File: src/rtl/i2c_sniffer.sv
// Passive I2C bus monitor. It samples SCL/SDA only and never drives them.
// Decoded bus events become 10-bit records {kind[1:0], byte[7:0]}, which are
// queued in a show-ahead FIFO for the host to pop.
//
//   state | meaning
//   ------+-----------------------------------------------------------
//   IDLE  | no transfer in progress; SCL edges ignored until a START
//   BITS  | collecting the 8 data bits of a byte, MSB first
//   ACK   | byte complete; the next SCL rise samples ACK/NACK
module i2c_sniffer #(
    parameter int FILT = 3,
    parameter int AW   = 4
) (
    input  logic        clk,
    input  logic        rst_n,
    input  logic        scl_i,
    input  logic        sda_i,
    input  logic        rd_en,
    input  logic        ovf_clr,
    output logic [9:0]  rd_data,
    output logic        rd_valid,
    output logic [AW:0] level,
    output logic        overflow,
    output logic        busy
);
    typedef enum logic [1:0] {IDLE, BITS, ACK} state_t;

    localparam int         SCL     = 0;
    localparam int         SDA     = 1;
    localparam int         DEPTH   = 1 << AW;
    localparam logic [3:0] FILT_TC = 4'(FILT - 1);
    localparam logic [1:0] KIND_START = 2'b10;
    localparam logic [1:0] KIND_STOP  = 2'b11;

    logic [1:0]      scl_sync, sda_sync;
    logic [1:0]      line_s, filt, filt_q;
    logic [1:0][3:0] filt_cnt;
    logic            scl_rise, scl_hi, start_det, stop_det;

    state_t          state, state_nx;
    logic [2:0]      bit_cnt, bit_cnt_nx;
    logic [7:0]      shreg, shreg_nx;
    logic            push;
    logic [9:0]      push_rec;

    logic [9:0]      mem [DEPTH];
    logic [AW:0]     wptr, rptr;
    logic            full, empty, do_push, do_pop, drop;

    // Two-stage synchronizers; idle bus level is high.
    always_ff @(posedge clk or negedge rst_n) begin
        if (!rst_n) begin
            scl_sync <= 2'b11;
            sda_sync <= 2'b11;
        end else begin
            scl_sync <= {scl_sync[0], scl_i};
            sda_sync <= {sda_sync[0], sda_i};
        end
    end

    assign line_s = {sda_sync[1], scl_sync[1]};

    // Glitch filter: a line flips only after FILT consecutive differing samples;
    // the down-counter reloads whenever the synced value agrees again.
    always_ff @(posedge clk or negedge rst_n) begin
        if (!rst_n) begin
            filt     <= 2'b11;
            filt_cnt <= {FILT_TC, FILT_TC};
        end else begin
            for (int i = 0; i < 2; i++) begin
                if (line_s[i] == filt[i]) begin
                    filt_cnt[i] <= FILT_TC;
                end else if (filt_cnt[i] == 4'd0) begin
                    filt[i]     <= line_s[i];
                    filt_cnt[i] <= FILT_TC;
                end else begin
                    filt_cnt[i] <= filt_cnt[i] - 4'd1;
                end
            end
        end
    end

    // Previous-cycle filtered levels for edge detection.
    always_ff @(posedge clk or negedge rst_n) begin
        if (!rst_n) filt_q <= 2'b11;
        else        filt_q <= filt;
    end

    // An SCL rise implies SCL was low last cycle, so a simultaneous SDA edge
    // can never qualify as START/STOP and is treated as a data sample only.
    assign scl_rise  = filt[SCL] & ~filt_q[SCL];
    assign scl_hi    = filt[SCL] &  filt_q[SCL];
    assign start_det = scl_hi & ~filt[SDA] &  filt_q[SDA];
    assign stop_det  = scl_hi &  filt[SDA] & ~filt_q[SDA];

    // Decoder state register.
    always_ff @(posedge clk or negedge rst_n) begin
        if (!rst_n) begin
            state   <= IDLE;
            bit_cnt <= 3'd0;
            shreg   <= 8'h00;
        end else begin
            state   <= state_nx;
            bit_cnt <= bit_cnt_nx;
            shreg   <= shreg_nx;
        end
    end

    // Decoder next-state and record generation; STOP/START override data.
    always_comb begin
        state_nx   = state;
        bit_cnt_nx = bit_cnt;
        shreg_nx   = shreg;
        push       = 1'b0;
        push_rec   = 10'h000;
        if (stop_det) begin
            push     = 1'b1;
            push_rec = {KIND_STOP, 8'h00};
            state_nx = IDLE;
        end else if (start_det) begin
            push       = 1'b1;
            push_rec   = {KIND_START, 8'h00};
            state_nx   = BITS;
            bit_cnt_nx = 3'd0;
            shreg_nx   = 8'h00;
        end else if (scl_rise) begin
            case (state)
                BITS: begin
                    shreg_nx   = {shreg[6:0], filt[SDA]};
                    bit_cnt_nx = bit_cnt + 3'd1;
                    if (bit_cnt == 3'd7) state_nx = ACK;
                end
                ACK: begin
                    push       = 1'b1;
                    push_rec   = {1'b0, filt[SDA], shreg};
                    state_nx   = BITS;
                    bit_cnt_nx = 3'd0;
                end
                default: begin
                end
            endcase
        end
    end

    assign empty   = (wptr == rptr);
    assign full    = (wptr == {~rptr[AW], rptr[AW-1:0]});
    assign do_pop  = rd_en & ~empty;
    assign do_push = push & (~full | do_pop);
    assign drop    = push & full & ~do_pop;

    // Record storage; a full-FIFO push paired with a pop reuses the popped slot.
    always_ff @(posedge clk) begin
        if (do_push) mem[wptr[AW-1:0]] <= push_rec;
    end

    // FIFO pointers and sticky overflow; a drop wins over a same-cycle clear.
    always_ff @(posedge clk or negedge rst_n) begin
        if (!rst_n) begin
            wptr     <= '0;
            rptr     <= '0;
            overflow <= 1'b0;
        end else begin
            if (do_push) wptr <= wptr + 1'b1;
            if (do_pop)  rptr <= rptr + 1'b1;
            if (drop)         overflow <= 1'b1;
            else if (ovf_clr) overflow <= 1'b0;
        end
    end

    assign rd_data  = empty ? 10'h000 : mem[rptr[AW-1:0]];
    assign rd_valid = ~empty;
    assign level    = wptr - rptr;
    assign busy     = (state != IDLE);
endmodule

File: config.mk
export PLATFORM = sky130hd
export DESIGN_NAME = i2c_sniffer
export DESIGN_NICKNAME = d
export VERILOG_FILES = /design/src/rtl/i2c_sniffer.sv
export SDC_FILE = /design/constraint.sdc
export NUM_CORES = 1
export LEC_CHECK = 0
export CORE_MARGIN = 2
export CORE_UTILIZATION = 55
export DETAILED_ROUTE_END_ITERATION = 12
export GPL_TIMING_DRIVEN = 0
export PLACE_DENSITY = 0.75
export SLEW_MARGIN = 10
export SYNTH_ARGS = -nofsm -noshare
export SYNTH_HDL_FRONTEND = slang
export SYNTH_SLANG_ARGS = --single-unit
File: constraint.sdc
create_clock -name clk -period 2.6 [get_ports clk]
set_input_delay 0.65 -clock clk [delete_from_list [all_inputs] [get_ports clk]]
set_output_delay 0.65 -clock clk [all_outputs]
set_load 0.02 [all_outputs]
* After elaboration in Yosys (flattened, before gate mapping)
Memory sizes are Yosys's and may differ from the RTL's. Index checks and enable logic that the tools add are counted.
Storage, ports and cells: bits in registers 40, bits in writable memories 160, output and inout port bits 18, memories kept 1
Memory list:
- mem | depth 16, bits a word 10, read ports 1, clocked after memory_dff 0, write ports 1, RTL line 46 | logic [9:0] mem [DEPTH];
Cells by class: $add $sub $neg 6, eq/ne operators 8, muxes and demuxes 28, bitwise operators 21, reductions and logical operators 14
Operators with widths (number):
- $mux 10 | 3
- $mux 8 | 3
- $mux 9 | 2
- $mux 4 | 4
- $add 5x1->5 const B | 2
- $and 1x1->1 | 10
- $eq 5x5->1 | 2
- $not 1->1 | 10
- $reduce_and 3->1 | 3
- $logic_not 4->1 | 2
- $mux 1 | 8
- $mux 2 | 4
- $reduce_bool 2->1 | 4
- $sub 4x1->4 const B | 2
- $mux 3 | 2
- $pmux 3 s2 | 1
- $reduce_bool 3->1 | 2
- $sub 5x5->5 | 1
- $ne 4x4->1 const B | 1
- $pmux 2 s2 | 1
- $reduce_and 2->1 | 2
- $reduce_bool 4->1 | 1
- $add 3x1->3 const B | 1
- $eq 3x3->1 const B | 1
- other kinds (4) | 5

* Longest topological paths before layout
Gate-level depths: netlist of run 1.
word-level depth 8, mapped depth 10

* Worst setup path before layout of run 1
OpenSTA, ideal clock, no wires.
path kind reg2reg, start register rptr[2], end memory mem[3][0] (enable), setup time 0.390 ns, arrival time 2.476 ns, required time 2.210 ns, slack -0.266 ns, cell stages (with the launch flop) 11, buffers on the path 4, path through dfrtp_1 buf_6 buf_6 inv_1 buf_6 ha_1 nand4_1 or3_1 clkbuf_1 nand3_1 nor3_1
Between the ends: cells in the longest elaborated chain, start to end 7, elaborated cells between the ends (all ways) 9
RTL lines:
- start, declared | RTL line 47 | logic [AW:0] wptr, rptr;
- start signal, assigned | RTL line 164 | if (do_pop) rptr <= rptr + 1'b1;
- $eq 5x5->1 | RTL line 145 | assign empty = (wptr == rptr);
- $not 1->1 | RTL line 147 | assign do_pop = rd_en & ~empty;
- $and 1x1->1 | RTL line 147
- $or 1x1->1 (*) | RTL line 148 | assign do_push = push & (~full | do_pop);
- $and 1x1->1 (*) | RTL line 148
- $mux 1 (*) | RTL line 153 | if (do_push) mem[wptr[AW-1:0]] <= push_rec;
- $mux 1 (implied by the code) (*) | RTL line 153
- end, declared | RTL line 46
Mark *: on every way between the ends. The rest lies on a longest branch, timed or not.

* Worst setup path after layout of run 1
start register rptr[0], end output rd_data[7]
Between the ends: cells in the longest elaborated chain, start to end 2, elaborated cells between the ends (all ways) 3
RTL lines:
- $mem_v2 16x10 or $eq 5x5->1 (tied branches)
- $mux 10 (*) | RTL line 170 | assign rd_data = empty ? 10'h000 : mem[rptr[AW-1:0]];
- end, declared | RTL line 20 | output logic [9:0] rd_data,
Marks and branches as above.

==> results.py, run 1 <==
metrics = {
    "job": {
        "max_cap_viol_count": 0,
    },
    "timing": {
        "finalCriticalPeriod_ps": 3150,
        "hold_viol_final": 0,
        "slew_headroom_pct": 26.5,
        "timing.final.ws_setup_ps": -549,
        "finalSetupViolations": 12,
        "fin_skew_ps": 9.81,
        "drv_slew": 0,
        "rsz0062_at_grt": "yes",
        "max_freq_ghz": 0.318,
        "worst_pin_slew_ps": 1100,
        "finalCritPeriodShare_pct": 121,
    },
    "placement": {
        "place.port_buffers": 23,
        "preCtsSetupSlack_ps": -841,
        "placed_area_um2": 8930,
        "dp_hpwl_um": 10600,
        "numPlacedInstances": 696,
        "gp_congestion": 0.833,
    },
    "finish": {
        "final_cell_mix": "160 x edfxtp_1, 42 x buf_4, 36 x mux4_2",
        "final_common_cell": "edfxtp_1",
        "final_cells": 777,
        "area_growth_pct": 25.1,
        "fin_area_um2": 10500,
        "drive_above_1_share_pct": 41.1,
        "final_nets": 599,
        "antenna_cells": 0,
    },
    "detailed_routing": {
        "met3_length_um": 1140,
        "wl_met2_um": 9620,
        "wire_per_inst_um": 23.7,
        "viasPerCell": 6.10,
        "drc_errors": 0,
        "drt_iter0_drc": 442,
        "routed.top_layer": "met4",
        "wl_um": 18400,
        "wl_met1_um": 7380,
        "antenna_left": 0,
        "dr.pass1.iters": 4,
        "vias": 4740,
    },
    "clocking": {
        "cts_hold_buf": 0,
        "clkTransAtPathRegs_ps": 70,
        "clock_latency_ps": 440,
        "cts_tree": "built",
        "cts_sinks": 200,
        "numCtsBuffers": 17,
        "clockBufferDepth": 2,
        "cts_root_buf": "clkbuf_16",
        "cts-htree-levels": 4,
    },
    "worst_setup_path": {
        "worst_path_most_repeated_cell": "buf_12",
        "max_stage_delay_ps": 530,
        "worst_ep_arrival_time_ps": 2500,
        "endpoint_kind": "output pin",
        "critPathLaunchType": "flip-flop",
        "cp.required_ps": 1950,
        "crit_type": "reg2out",
        "crit_chain": "buf_12 -> buf_8 -> buf_12 -> mux4_2 -> mux2_4 -> o21ai_2 -> a21oi_2 -> buf_4",
        "rrSetupSlack_ps": 160,
        "crit_slowest_cell": "mux4_2",
        "path_max_fanout": 6,
    },
    "global_route": {
        "grt_pass1_wl_um": 26200,
        "grt_max_degree": 26,
        "gr-usage-all-layers_pct": 22.1,
        "antenna_found_initial": 0,
        "grt.overflow.total": 0,
        "grt_pass1_vias": 4693,
    },
    "floorplanning": {
        "die_area_um2": 16300,
        "rows": 45,
        "die_w_um": 128,
        "start_util_pct": 55.9,
        "ios": 24,
        "coreArea_um2": 15000,
        "die_h_um": 128,
    },
    "pwr": {
        "vdd_drop_max_v": 0.00140,
        "leakagePower_nw": 3.80,
        "p_per_area_nw_per_um2": 1210,
    },
    "logic_synthesis": {
        "ys_async_sr_fraction_pct": 20.0,
        "syn-instance-count": 484,
        "synth_edf_count": 160,
        "yosys_register_bits": 200,
        "syn_area_um2": 8400,
        "synth_cell_types": 47,
        "ys.warnings.count": 0,
        "synth.avg_cell_area_um2": 17.4,
        "synth_fp_nets": 507,
        "yosysSeqAreaShare_pct": 69.3,
        "ys.flop_type": "edfxtp_1",
    },
    "hold_path": {
        "holdCritPathClass": "in2async",
    },
    "outcome": {
        "status": "finished, violations left",
        "failed_checks": "negative setup slack",
    },
}
-- final timing paths --
path / startpoint / end / cells after the start
worst max-delay path: rptr[0]$_DFFE_PN0P_ / rd_data[7] / 8
worst min-delay path: rst_n / filt_cnt[4]$_DFF_PN0_ / 1
worst max register to register: state[0]$_DFFE_PN0P_ / mem[10][1]$_DFFE_PP_ / 6
worst min register to register: scl_sync[0]$_DFF_PN1_ / scl_sync[1]$_DFF_PN1_ / 0
max in group asynchronous: rst_n / filt_cnt[1]$_DFF_PN1_ / 2
min in group clk: scl_sync[0]$_DFF_PN1_ / scl_sync[1]$_DFF_PN1_ / 0
-- sequential cells by signal, summed over array words and instances, names as in the netlist --
| signal | count |
|---|---|
| rptr | 5 |
| sda_sync | 2 |
| filt | 2 |
| filt_q | 2 |
| overflow | 1 |
| shreg | 8 |
| mem | 160 |
| wptr | 5 |
| bit_cnt | 3 |
| filt_cnt | 8 |
| state | 2 |
| scl_sync | 2 |
-- per-layer routing --
| layer | global-route usage (%) | vias up |
|---|---|---|
| met1 | 30.7 | 2438 |
| li1 | - | 2059 |
| met4 | 6.92 | 0 |
| met3 | 4.73 | 26 |
| met5 | 0 | - |
| met2 | 35.7 | 217 |
-- critical path, delay by kind of cell (launching register included) --
family / cells / cell delay [ps]
AOI/OAI and AO/OA: 2 / 210
muxes: 2 / 830
DFF: 1 / 420
buffers and inverters: 4 / 590
-- cell type report --
type	count	area [um^2]
clock inverter	14	158
buffer	20	225
timing repair buffer	76	832
clock buffer	18	429
tap	188	235
fill	906	4530
multi-input combinational	241	2710
sequential	200	5820
inverter	20	97.6
-- logic make-up (layout without fill, tap and decap cells) --
| group | count (synthesis) | after routing | share of synthesized area [%] |
|---|---|---|---|
| buffers and inverters | 43 | 148 | 3.01 |
| flip-flops | 200 | 200 | 69.3 |
| AND/OR/NAND/NOR | 93 | 93 | 5.83 |
| AO/OA/AOI/OAI | 51 | 51 | 3.61 |
| XOR/XNOR | 15 | 15 | 1.56 |
| adder cells (fa/ha/maj) | 17 | 17 | 2.62 |
| multiplexers | 65 | 65 | 14.1 |
-- cells in the mapped netlist (4+ instances only) --
| cell | n | share of area [%] |
|---|---|---|
| mux2i_1 | 11 | 1.3 |
| clkbuf_1 | 8 | 0.36 |
| nor2_1 | 15 | 0.67 |
| mux2_2 | 16 | 2.1 |
| nand2_1 | 18 | 0.80 |
| a21oi_1 | 16 | 0.95 |
| nand2b_1 | 9 | 0.67 |
| buf_4 | 4 | 0.36 |
| edfxtp_1 | 160 | 57 |
| ha_1 | 16 | 2.4 |
| dfstp_2 | 10 | 3.1 |
| nor3_1 | 8 | 0.48 |
| and3_1 | 13 | 0.97 |
| inv_1 | 19 | 0.85 |
| xnor2_1 | 15 | 1.6 |
| mux4_1 | 10 | 3.1 |
| nand3_1 | 11 | 0.66 |
| nor2b_1 | 4 | 0.30 |
| o21ai_0 | 17 | 1.0 |
| o21ai_1 | 5 | 0.30 |
| buf_6 | 5 | 0.67 |
| dfrtp_1 | 30 | 8.9 |
| mux4_2 | 28 | 7.5 |
-- power by group --
group          internal [mW]  switching, mW  leakage (nW)
sequential              3.93          0.258          1.95
combinational           2.85           3.04          1.57
clock                   1.50           1.12         0.279
-- what timing repair did --
action	4_1_cts	5_1_grt
gates cloned	1	1
pin swaps	9	16
gates resized for setup	151	67
setup buffers	18	33
endpoints found under the setup margin	176	175
-- stage by stage --
step                      total power, mW  util, %  setup TNS, ps  hold WS (ps)
after floorplan                      7.21        -          -71.0           345
after global placement               8.50     59.3        -102010           348
after detailed placement             8.68     59.4        -113970           347
after CTS                            11.9     66.3         -26860           131
after global routing                 13.3     69.9          -5390           149
final                                12.7     69.9          -4550           129
(Power assumes the default switching activity.)
==> run 2, diff against run 1 <==
Settings changed: PLACE_DENSITY 0.75 to 0.8.
==> results.py, run 2 (same netlist as run 1, synthesis figures left out) <==
metrics = {
    "timing": {
        "finalCriticalPeriod_ps": 3080,
        "rsz0062_at_grt": "yes",
        "timing.setup.tns_ps": -4770,
        "holdWs_ps": 28.6,
        "finalCritPeriodShare_pct": 118,
        "fin_skew_ps": 11.5,
        "max_freq_ghz": 0.325,
        "slew_headroom_pct": 18.6,
        "timing.final.ws_setup_ps": -480,
        "hold_viol_final": 0,
        "drv_slew": 0,
        "finalSetupViolations": 15,
        "worst_pin_slew_ps": 1220,
    },
    "worst_setup_path": {
        "crit_type": "reg2out",
        "path_max_fanout": 6,
        "critPathLaunchType": "flip-flop",
        "endpoint_kind": "output pin",
        "worst_ep_arrival_time_ps": 2430,
        "reg2reg_from": "rptr[2]$_DFFE_PN0P_",
        "crit_path_start": "rptr[0]$_DFFE_PN0P_",
        "cp.required_ps": 1950,
    },
    "placement": {
        "gp_congestion": 0.789,
        "place.port_buffers": 23,
        "preCtsSetupSlack_ps": -896,
        "numPlacedInstances": 696,
        "dp_hpwl_um": 10900,
    },
    "pwr": {
        "p_per_area_nw_per_um2": 1220,
        "vdd_drop_max_v": 0.000860,
        "leakagePower_nw": 3.78,
    },
    "finish": {
        "final_cell_mix": "160 x edfxtp_1, 36 x mux4_2, 27 x buf_4",
        "final_core_util_pct": 69.7,
        "largest_reg_flops": 160,
        "antenna_cells": 0,
        "area_growth_pct": 24.7,
        "final_nets": 590,
        "drive_above_1_share_pct": 40.2,
        "final_common_cell": "edfxtp_1",
        "final_cells": 768,
    },
    "clocking": {
        "clockBufferDepth": 2,
        "cts_tree": "built",
        "numCtsBuffers": 17,
        "clock_latency_ps": 440,
        "clkTransAtPathRegs_ps": 70,
        "cts_sinks": 200,
        "cts_root_buf": "clkbuf_16",
        "cts-htree-levels": 4,
    },
    "job": {
        "max_cap_viol_count": 0,
    },
    "detailed_routing": {
        "wl_um": 19900,
        "wire_per_inst_um": 26.0,
        "viasPerCell": 6.23,
        "antenna_left": 0,
        "drc_errors": 0,
        "drt_iter0_drc": 605,
        "vias": 4788,
        "dr.pass1.iters": 5,
    },
    "floorplanning": {
        "start_util_pct": 55.9,
        "coreArea_um2": 15000,
        "die_area_um2": 16300,
        "rows": 45,
        "ios": 24,
        "die_w_um": 128,
        "die_h_um": 128,
    },
    "global_route": {
        "grt_pass1_wl_um": 29800,
        "antenna_found_initial": 0,
        "gr-usage-all-layers_pct": 25.8,
        "grt.overflow.total": 0,
        "grt_pass1_vias": 4864,
        "grt_max_degree": 37,
    },
    "hold_path": {
        "holdCritPathClass": "in2async",
    },
    "outcome": {
        "failed_checks": "negative setup slack",
        "status": "finished, violations left",
    },
}
[run 2: cell count changes in the layout (fill, tap and decap cells not counted), sizes merged]
cell,previous run,this run
buf,80,70
bufinv,3,0
clkbuf,26,27
clkinv,8,11
clkinvlp,4,2
inv,19,21
[run 2: metrics by stage]
step | area, um^2 | total power, mW
CTS | 10300 | 12.2
floorplan | 8450 | 7.21
global placement | 8910 | 8.55
detailed placement | 8930 | 8.73
global route | 10500 | 13.3
finish | 10500 | 12.7
[run 2: timing repair]
action / in CTS / in global routing
hold buffers: 0 / 0
buffers inserted: 30 / 9
gates resized for setup: 196 / 32
endpoints found under the setup margin: 176 / 175
pin swaps: 19 / 17
gates cloned: 4 / 0
[run 2: worst paths after layout]
check | slack, ps | cells past startpoint | endpoint
max | -480 | 7 | rd_data[9]
min | 30 | 1 | filt_cnt[4]$_DFF_PN0_
min in group clk | 360 | 0 | sda_sync[1]$_DFF_PN1_
max reg2reg | 70 | 9 | mem[15][5]$_DFFE_PP_
max in group asynchronous | 2110 | 2 | filt_cnt[1]$_DFF_PN1_
min reg2reg | 360 | 0 | sda_sync[1]$_DFF_PN1_
[run 2: per-layer routing]
layer | up-vias | share of wire, % | track usage (%)
met5 | - | 0 | 0
met4 | 0 | 1.4 | 7.24
met3 | 22 | 7.0 | 5.11
met2 | 205 | 51 | 43.0
met1 | 2517 | 40 | 35.1
li1 | 2044 | - | -
[run 2: cell type report]
class,count,area (um^2)
plain buffers,21,240
clock buffers,18,429
clock inverters,14,83.8
fillers,891,4560
inverters,20,95.1
multi-input cells,241,2760
flip-flops and latches,200,5820
well taps,188,235
repair buffers,66,807
[run 2: critical path, stage by stage, from the launching register on]
cell	delay, ps
dfrtp_2	420
buf_12	160
buf_12	130
mux4_2	550
mux2_4	310
o21ai_4	170
a21oi_2	60
buf_6	170
[run 2: power breakdown]
group	switching, mW	leakage, nW	total [mW]	internal (mW)
registers	0.253	1.95	4.18	3.93
logic	3.18	1.58	6.19	3.01
clock network	1.15	0.252	2.36	1.21
==> run 3, diff against run 2 <==
Settings changed: CTS_CLUSTER_DIAMETER set to 200, GPL_ROUTABILITY_DRIVEN set to 0.
==> results of run 3 <==
The final DEF is identical to that of run 2; final timing and power are the same.
